`src/rtl/lc3b_pkg.sv`:
```
// lc3b_pkg: shared encodings and defaults for the LC-3b bus arbiter.
package lc3b_pkg;
  typedef enum logic {ARB_IDLE = 1'b0, ARB_OWNED = 1'b1} arb_state_t;
  localparam logic [1:0] REQ_PC = 2'd0;
  localparam logic [1:0] REQ_MDR = 2'd1;
  localparam logic [1:0] REQ_ALU = 2'd2;
  localparam logic [1:0] REQ_MARMUX = 2'd3;
  localparam int ARB_MAX_HOLD = 8;
endpackage

```
`src/rtl/rr_pick4.sv`:
```
// rr_pick4: round-robin pick of the first unmasked request after last, wrapping modulo 4.
module rr_pick4 (
  input  logic [3:0] req,
  input  logic [1:0] last,
  input  logic [3:0] exclude,
  output logic       found,
  output logic [1:0] winner
);
  logic [3:0] cand;
  logic [1:0] idx;
  assign cand = req & ~exclude;
  // scan farthest-first so the nearest candidate after last is written last and wins
  always_comb begin
    found = 1'b0;
    winner = last;
    idx = last;
    for (int k = 3; k >= 0; k--) begin
      idx = last + 2'(k + 1);
      if (cand[idx]) begin
        found = 1'b1;
        winner = idx;
      end
    end
  end
endmodule

```
`src/rtl/lc3b_bus_arbiter.sv`:
```
// lc3b_bus_arbiter: round-robin owner arbitration and 4:1 mux for the LC-3b internal bus.
// Optional LC3B_BUS_LOCK_EN adds a lock input that suppresses hold-limit preemption.
module lc3b_bus_arbiter
  import lc3b_pkg::*;
#(
  parameter int WIDTH = 16,
  parameter int MAX_HOLD = ARB_MAX_HOLD
) (
  input  logic             clk,
  input  logic             reset,
`ifdef LC3B_BUS_LOCK_EN
  input  logic             lock,
`endif
  input  logic [3:0]       req,
  input  logic [WIDTH-1:0] in0,
  input  logic [WIDTH-1:0] in1,
  input  logic [WIDTH-1:0] in2,
  input  logic [WIDTH-1:0] in3,
  output logic [3:0]       gnt,
  output logic [1:0]       select,
  output logic [WIDTH-1:0] bus_out,
  output logic             bus_valid
);
  localparam logic [7:0] HOLD_LIM = 8'(MAX_HOLD - 1);
  arb_state_t state;
  logic [7:0] hold_cnt;
  logic [1:0] last;
  logic       found;
  logic [1:0] winner;
  logic       can_preempt;
`ifdef LC3B_BUS_LOCK_EN
  assign can_preempt = !lock;
`else
  assign can_preempt = 1'b1;
`endif
  // gnt is zero in IDLE, so masking with it only excludes the owner during OWNED
  rr_pick4 u_pick (
    .req(req),
    .last(last),
    .exclude(gnt),
    .found(found),
    .winner(winner)
  );
  always_ff @(posedge clk) begin
    if (reset) begin
      state <= ARB_IDLE;
      gnt <= '0;
      select <= REQ_PC;
      hold_cnt <= '0;
      last <= REQ_MARMUX;
    end else if (state == ARB_IDLE) begin
      if (found) begin
        state <= ARB_OWNED;
        gnt <= 4'b0001 << winner;
        select <= winner;
        last <= winner;
        hold_cnt <= '0;
      end
    end else if (!req[select]) begin
      state <= ARB_IDLE;
      gnt <= '0;
    end else if (hold_cnt == HOLD_LIM && found && can_preempt) begin
      gnt <= 4'b0001 << winner;
      select <= winner;
      last <= winner;
      hold_cnt <= '0;
    end else if (hold_cnt != HOLD_LIM) begin
      hold_cnt <= hold_cnt + 8'd1;
    end
  end
  assign bus_valid = |gnt;
  assign bus_out = !bus_valid ? '0 :
                   select == 2'd0 ? in0 :
                   select == 2'd1 ? in1 :
                   select == 2'd2 ? in2 : in3;
endmodule

```
`config.mk`:
```
export PLATFORM = sky130hd
export DESIGN_NAME = lc3b_bus_arbiter
export DESIGN_NICKNAME = d
export VERILOG_FILES = /design/src/rtl/lc3b_pkg.sv /design/src/rtl/rr_pick4.sv /design/src/rtl/lc3b_bus_arbiter.sv
export SDC_FILE = /design/constraint.sdc
export NUM_CORES = 1
export LEC_CHECK = 0
export ABC_AREA = 1
export ABC_CLOCK_PERIOD_IN_PS = 1430
export BUFFER_PORTS_ARGS = -buffer_cell sky130_fd_sc_hd__buf_2
export CORE_ASPECT_RATIO = 2
export CORE_MARGIN = 2
export CORE_UTILIZATION = 28
export DETAILED_ROUTE_END_ITERATION = 8
export PLACE_DENSITY = 0.66
export SLEW_MARGIN = 15
export SYNTH_ARGS = -nofsm -noshare
export SYNTH_HDL_FRONTEND = slang
export SYNTH_SLANG_ARGS = --single-unit
```
`constraint.sdc`:
```
create_clock -name clk -period 1.43 [get_ports clk]
set_input_delay 0 -clock clk [delete_from_list [all_inputs] [get_ports clk]]
set_output_delay 0 -clock clk [all_outputs]
set_load 0.02 [all_outputs]
```
==> results.py, run 1 <==
metrics = {
    "run_status": {
        "status": "finished, violations left",
        "violated_checks": "negative setup slack",
    },
    "sta": {
        "clock_tree_skew_after_final_layout_ps": 2.27,
        "final_hold_viol_count": 0,
        "timing.final.crit_share": 1.02,
        "rsz0062_at_grt": "yes",
        "setup_violations": 13,
        "slew_headroom": 0.794,
        "layout_setup_ws_ps": -35.2,
        "fmax_ghz": 0.682,
        "tightestPinTransition_ps": 309,
        "final_period_minus_worst_setup_slack_ps": 1470,
        "timing_max_transition_violations_final": 0,
        "setup_total_negative_slack_ps": -180,
    },
    "power": {
        "internal-power_mw": 3.28,
        "p_seq_frac": 0.115,
        "pwr_density_cell_nw_per_um2": 2360,
        "p_leak_nw": 1.41,
        "ir_drop_mv": 1.63,
        "power_frac_comb": 0.800,
        "p_clk_frac": 0.084,
        "switchingPower_mw": 3.42,
        "power.switching_fraction": 0.510,
        "post-layout-total-power_mw": 6.70,
    },
    "setup_path": {
        "timing.rr.start": "gnt[1]",
        "critPathTopFamily": "simple AND/OR/NAND/NOR gates",
        "element_type_at_the_critical_path_start": "register",
        "crit_path_frequent_cell": "sky130_fd_sc_hd__nand2_2",
        "cpPeakStageDelay_ps": 340,
        "worst-endpoint-arrival_ps": 1660,
        "criticalPathCategory": "register to register",
        "crit_buf_inv": 2,
        "r2r_cells": 11,
        "crit_path_capture": "hold_cnt[2]",
        "worstReg2RegEnd": "hold_cnt[2]",
        "crit_fanout": 10,
        "critPathRequiredTime_ps": 1620,
        "r2r_setup_slack_ps": -40,
        "timing.critical_path.cells": "inv_2, nand2_2, nand2_2, nor3_4, nand2_2, o21ai_4, buf_12, nor2_8, nor2_1, o21ai_1, nor2_1",
        "cp_num_cells": 11,
        "critical-path-slowest-cell": "sky130_fd_sc_hd__dfxtp_4",
        "end_kind": "register",
        "timing.critical_path.from": "gnt[1]",
    },
    "detailed_routing": {
        "drt.antenna.violating_nets": 0,
        "drc_errors": 0,
        "post_drt_wl_per_cell_um": 14.5,
        "dr.first_iter.drc_count": 136,
        "wl_um": 6750,
        "viasPerCell": 5.18,
        "route.vias.total": 2414,
        "detail_route.first_pass.iterations": 4,
    },
    "global_routing": {
        "global_route_wire_length_before_repair_um": 9450,
        "grt_start_max_net_pins": 33,
        "antenna_violations_before_repair": 0,
        "globalRouteOverflowTotal": 0,
        "first_global_vias": 2198,
        "gr-usage-all-layers": 0.182,
    },
    "floorplan": {
        "num_rows": 39,
        "width_of_the_die_um": 58.5,
        "start_util": 0.291,
        "die_height_um": 113,
        "floorplan.die_area_um2": 6600,
        "io-pin-count": 93,
        "core_um2": 5710,
    },
    "synth": {
        "synth.distinct_cells": 30,
        "count_of_warnings_emitted_by_yosys": 0,
        "synth.top_cells.by_area": "sky130_fd_sc_hd__dfxtp_1, sky130_fd_sc_hd__nand2_1, sky130_fd_sc_hd__nand3_1, sky130_fd_sc_hd__o21ai_0, sky130_fd_sc_hd__a21oi_1",
        "synth.cell_area_um2": 1660,
        "syn_inst": 285,
        "synth_enable_flop_cells": 0,
        "yosys_register_bits": 17,
        "synthesis.area_per_instance_um2": 5.83,
        "synth.yosys.seq_area_share": 0.205,
        "postSynth.asyncResetShare": 0,
        "synthesis.nets": 356,
        "most_used_flip_flop_cell_after_synthesis": "sky130_fd_sc_hd__dfxtp_1",
        "yosysTopAreaCellShare": 0.205,
        "post_synth_top_area_cell": "sky130_fd_sc_hd__dfxtp_1",
    },
    "placed_design": {
        "hpwlAfterDp_um": 4950,
        "finalWeightedCongestion": 0.915,
        "detailed_place.area_um2": 2450,
        "dp_slack_ps": -36.1,
        "placement.io_buffers": 92,
    },
    "finish": {
        "num-fill-cells": 551,
        "final_layout_size_suffix_gt1_frac": 0.479,
        "multiInputGateArea_um2": 1320,
        "final_nets": 477,
        "layout.area.seq_um2": 362,
        "n_antenna_cell": 0,
        "area_growth_pct": 71.2,
        "finish.instance_area_um2": 2850,
    },
    "clock_tree": {
        "worst_setup_hold_path_clk_slew_ps": 50,
        "worstSkewPairLatency_ps": 250,
        "cts.path.max_buffers": 2,
        "cts-root-buf": "sky130_fd_sc_hd__clkbuf_16",
        "cts.sink_count": 17,
        "numCtsBuffers": 3,
        "clock_tree.htree_level_count": 1,
        "tritoncts": "built",
    },
    "flow_run": {
        "maxCapViolCount": 0,
    },
    "hold_path": {
        "holdCritPathClass": "input port to register",
    },
}
## through the flow
step	hold WS, ps	instances	utilization
after floorplan	59.4	285	-
after global placement	362	455	0.429
final	108	466	0.498
after CTS	107	461	0.463
after global routing	131	466	0.498
after detailed placement	364	455	0.429
## cell usage after synthesis (4+ instances only)
master / instances
sky130_fd_sc_hd__nand2_1: 73
sky130_fd_sc_hd__nand3_1: 47
sky130_fd_sc_hd__o21ai_0: 33
sky130_fd_sc_hd__a21oi_1: 27
sky130_fd_sc_hd__nor2_1: 19
sky130_fd_sc_hd__inv_1: 18
sky130_fd_sc_hd__dfxtp_1: 17
sky130_fd_sc_hd__clkbuf_1: 9
sky130_fd_sc_hd__nand4_1: 6
sky130_fd_sc_hd__xor2_1: 4
## cell usage in the layout, fill, tap and decap left out, types with 6 or more instances in the layout
master / Yosys / routed
sky130_fd_sc_hd__buf_6: 1 / 10
sky130_fd_sc_hd__nand2_2: 3 / 12
sky130_fd_sc_hd__buf_4: 0 / 35
sky130_fd_sc_hd__a21oi_1: 27 / 15
sky130_fd_sc_hd__inv_1: 18 / 15
sky130_fd_sc_hd__dfxtp_1: 17 / 10
sky130_fd_sc_hd__nor2_1: 19 / 16
sky130_fd_sc_hd__nand4_1: 6 / 6
sky130_fd_sc_hd__nand2_1: 73 / 60
sky130_fd_sc_hd__o21ai_0: 33 / 11
sky130_fd_sc_hd__o21ai_1: 3 / 23
sky130_fd_sc_hd__a21oi_2: 1 / 13
sky130_fd_sc_hd__nand3_1: 47 / 44
sky130_fd_sc_hd__buf_2: 1 / 76
## how the worst min path moves through the flow
stage	from	to	slack [ps]	depth (start not counted)
final	reset	gnt[3]	110	2
after global routing	reset	gnt[3]	130	2
after CTS	reset	gnt[3]	110	2
after detailed placement	reset	state	360	2
after global placement	reset	gnt[3]	360	2
after floorplan	reset	gnt[1]	60	1
## state kept, by name, indices dropped and copies added (netlist names)
signal / flops
select: 2
gnt: 4
hold_cnt: 8
last: 2
state: 1
## layout make-up
type / instances / area share
flip-flops and latches: 17 / 0.127
clock buffers: 4 / 0.0277
repair buffers: 128 / 0.319
well taps: 61 / 0.0268
inverters: 23 / 0.0356
multi-input cells: 233 / 0.463
## power groups by stage
| stage | sequential (mW) | clock, mW | combinational [mW] |
|---|---|---|---|
| floorplan | 0.815 | 0 | 2.90 |
| global placement | 0.732 | 0 | 4.45 |
| detailed placement | 0.734 | 0 | 4.49 |
| CTS | 0.758 | 0.568 | 4.81 |
| global route | 0.791 | 0.594 | 5.80 |
| finish | 0.774 | 0.564 | 5.37 |
## kinds of logic after synthesis
| family | Yosys count | synth area share |
|---|---|---|
| XOR/XNOR | 6 | 0.0316 |
| AND/OR/NAND/NOR | 157 | 0.441 |
| flip-flops | 17 | 0.205 |
| buffers and inverters | 36 | 0.0971 |
| adder cells (fa/ha/maj) | 1 | 0.00753 |
| AO/OA/AOI/OAI | 68 | 0.218 |
## layer usage
layer  global-route usage  up-vias  share of wire
li1                     -     1200              -
met1                0.156     1087           0.32
met2                0.373      106           0.57
met3               0.0274       21          0.069
met4               0.0915        0          0.034
met5                    0        -              0
## what timing repair did
action | CTS | global route
pin swaps | 7 | 21
gates resized for setup | 32 | 56
hold endpoints to repair | 0 | 0
buffers inserted | 1 | 3
cloned | 1 | 3
hold buffers | 0 | 0
setup endpoints to repair | 27 | 32
## worst reg2reg max path: stages (launching register included)
cell	delay (ps)
sky130_fd_sc_hd__dfxtp_4	340
sky130_fd_sc_hd__inv_2	30
sky130_fd_sc_hd__nand2_2	60
sky130_fd_sc_hd__nand2_2	60
sky130_fd_sc_hd__nor3_4	230
sky130_fd_sc_hd__nand2_2	110
sky130_fd_sc_hd__o21ai_4	110
sky130_fd_sc_hd__buf_12	150
sky130_fd_sc_hd__nor2_8	50
sky130_fd_sc_hd__nor2_1	90
sky130_fd_sc_hd__o21ai_1	80
sky130_fd_sc_hd__nor2_1	100
No activity file was read; power rests on OpenSTA's default activity.
==> run 2, diff against run 1 <==
==> constraint.sdc (replaced) <==
create_clock -name clk -period 1.43 [get_ports clk]
set_input_delay 0 -clock clk [delete_from_list [all_inputs] [get_ports clk]]
set_output_delay 0 -clock clk [all_outputs]
set_load 0.1 [all_outputs]
==> run 2 against run 1 <==
The flow still finishes with violations (negative setup slack); die area unchanged; maximum frequency down 9.9%; sequential share of layout area down 3.2 points; via count up 14%; core utilization up 19 points; wire length up 29%; clock skew up 1.8 ps; register-to-register slack worse by 150 ps; critical path type is now register to output pin; critical endpoint is now bus_out[4]; largest cell class unchanged; highest routed layer unchanged.
==> results.py, run 2 (synthesized netlist as in run 1, its figures left out) <==
metrics = {
    "detailed_routing": {
        "viasPerCell": 5.38,
        "met2RoutedLength_um": 5070,
        "post_drt_wl_per_cell_um": 17.2,
        "detail_route.first_pass.iterations": 5,
        "dr.first_iter.drc_count": 170,
        "drc_errors": 0,
        "detail_route.wirelength.met1_um": 2640,
        "maxUsedRoutingLayer": "met4",
        "route.vias.total": 2740,
        "drt.antenna.violating_nets": 0,
        "wl_um": 8730,
        "wl_met3_um": 599,
    },
    "sta": {
        "final_hold_viol_count": 0,
        "timing.final.crit_share": 1.14,
        "final_period_minus_worst_setup_slack_ps": 1630,
        "setup_total_negative_slack_ps": -4510,
        "timing_max_transition_violations_final": 0,
        "clock_tree_skew_after_final_layout_ps": 4.08,
        "slew_headroom": 0.675,
        "fmax_ghz": 0.615,
        "setup_violations": 33,
        "layout_setup_ws_ps": -197,
        "tightestPinTransition_ps": 491,
        "rsz0062_at_grt": "yes",
    },
    "placed_design": {
        "detailed_place.area_um2": 3050,
        "placement.io_buffers": 92,
        "dp_slack_ps": -153,
        "hpwlAfterDp_um": 5950,
        "finalWeightedCongestion": 0.861,
    },
    "floorplan": {
        "width_of_the_die_um": 58.5,
        "die_height_um": 113,
        "floorplan.die_area_um2": 6600,
        "num_rows": 39,
        "io-pin-count": 93,
        "core_um2": 5710,
        "start_util": 0.291,
    },
    "finish": {
        "n_antenna_cell": 0,
        "largest_registers": "hold_cnt (8), gnt (4)",
        "fin_util": 0.684,
        "layout_commonest_cell": "sky130_fd_sc_hd__buf_2",
        "final_layout_size_suffix_gt1_frac": 0.703,
        "finish.instance_area_um2": 3910,
        "largest-register": "hold_cnt",
        "final_cell_mix": "sky130_fd_sc_hd__buf_2, sky130_fd_sc_hd__buf_4, sky130_fd_sc_hd__nand2_1, sky130_fd_sc_hd__nand3_1, sky130_fd_sc_hd__nand2_2",
        "area_growth_pct": 135,
        "final_nets": 520,
        "largest_register_ffs": 8,
    },
    "global_routing": {
        "globalRouteOverflowTotal": 0,
        "antenna_violations_before_repair": 0,
        "global_route_wire_length_before_repair_um": 12600,
        "gr-usage-all-layers": 0.249,
        "grt_start_max_net_pins": 18,
        "first_global_vias": 2743,
    },
    "clock_tree": {
        "clock_tree.htree_level_count": 1,
        "worst_setup_hold_path_clk_slew_ps": 50,
        "holdBufCountCts": 0,
        "cts.path.max_buffers": 2,
        "worstSkewPairLatency_ps": 250,
        "cts-root-buf": "sky130_fd_sc_hd__clkbuf_16",
        "numCtsBuffers": 3,
        "cts.sink_count": 17,
        "tritoncts": "built",
    },
    "setup_path": {
        "criticalPathCategory": "register to output pin",
        "critical-path-slowest-cell": "sky130_fd_sc_hd__dfxtp_4",
        "crit_fanout": 8,
        "critPathRequiredTime_ps": 1430,
        "timing.critical_path.cells": "clkinvlp_4, buf_6, nand2_8, buf_12, buf_12, o21ai_4, a21oi_4, buf_12",
        "worst-endpoint-arrival_ps": 1630,
        "crit_path_frequent_cell": "sky130_fd_sc_hd__buf_12",
        "element_type_at_the_critical_path_start": "register",
        "cpPeakStageDelay_ps": 360,
        "end_kind": "output pin",
    },
    "flow_run": {
        "maxCapViolCount": 0,
    },
    "run_status": {
        "status": "finished, violations left",
        "violated_checks": "negative setup slack",
    },
    "hold_path": {
        "holdCritPathClass": "input port to register",
    },
}
[run 2: repair_timing]
action | in CTS | in global routing
cloned | 5 | 2
pin swaps | 22 | 31
resized for setup | 75 | 56
buffers inserted | 20 | 9
setup endpoints to repair | 32 | 33
[run 2: layout make-up]
| type | instances | area [µm²] |
|---|---|---|
| inverters | 23 | 110 |
| repair buffers | 167 | 1450 |
| flip-flops and latches | 17 | 373 |
| clock inverters | 1 | 5.00 |
| multi-input cells | 237 | 1820 |
| well taps | 61 | 76.3 |
| fillers | 433 | 1800 |
| clock buffers | 3 | 75.1 |
[run 2: stage by stage]
step / hold WS [ps] / instances
final: 139 / 509
after floorplan: 59.4 / 285
after detailed placement: 372 / 470
after global routing: 161 / 509
after global placement: 353 / 470
after CTS: 128 / 499
[run 2: path summary, 6_finish.rpt]
check | slack, ps | cells after the start | startpoint | to
setup / recovery | -200 | 8 | select[1] | bus_out[4]
hold / removal | 140 | 2 | reset | hold_cnt[1]
setup reg to reg | -190 | 12 | gnt[2] | select[0]
hold reg to reg | 500 | 2 | hold_cnt[3] | hold_cnt[3]
[run 2: critical path: cells and delay by family, from the launching register on]
family / cells / cell delay, ps
buffers and inverters: 5 / 680
flip-flops: 1 / 360
AO/OA/AOI/OAI: 2 / 210
AND/OR/NAND/NOR: 1 / 100
[run 2: routing by layer]
layer  up-vias  track usage
li1       1296            -
met1      1260        0.210
met2       155        0.527
met3        29       0.0297
met4         0        0.105
met5         -            0
Power of run 2 is left out: the tool's default activity adds up to more than one toggle a clock period on the data nets, which glitch-free logic cannot reach.
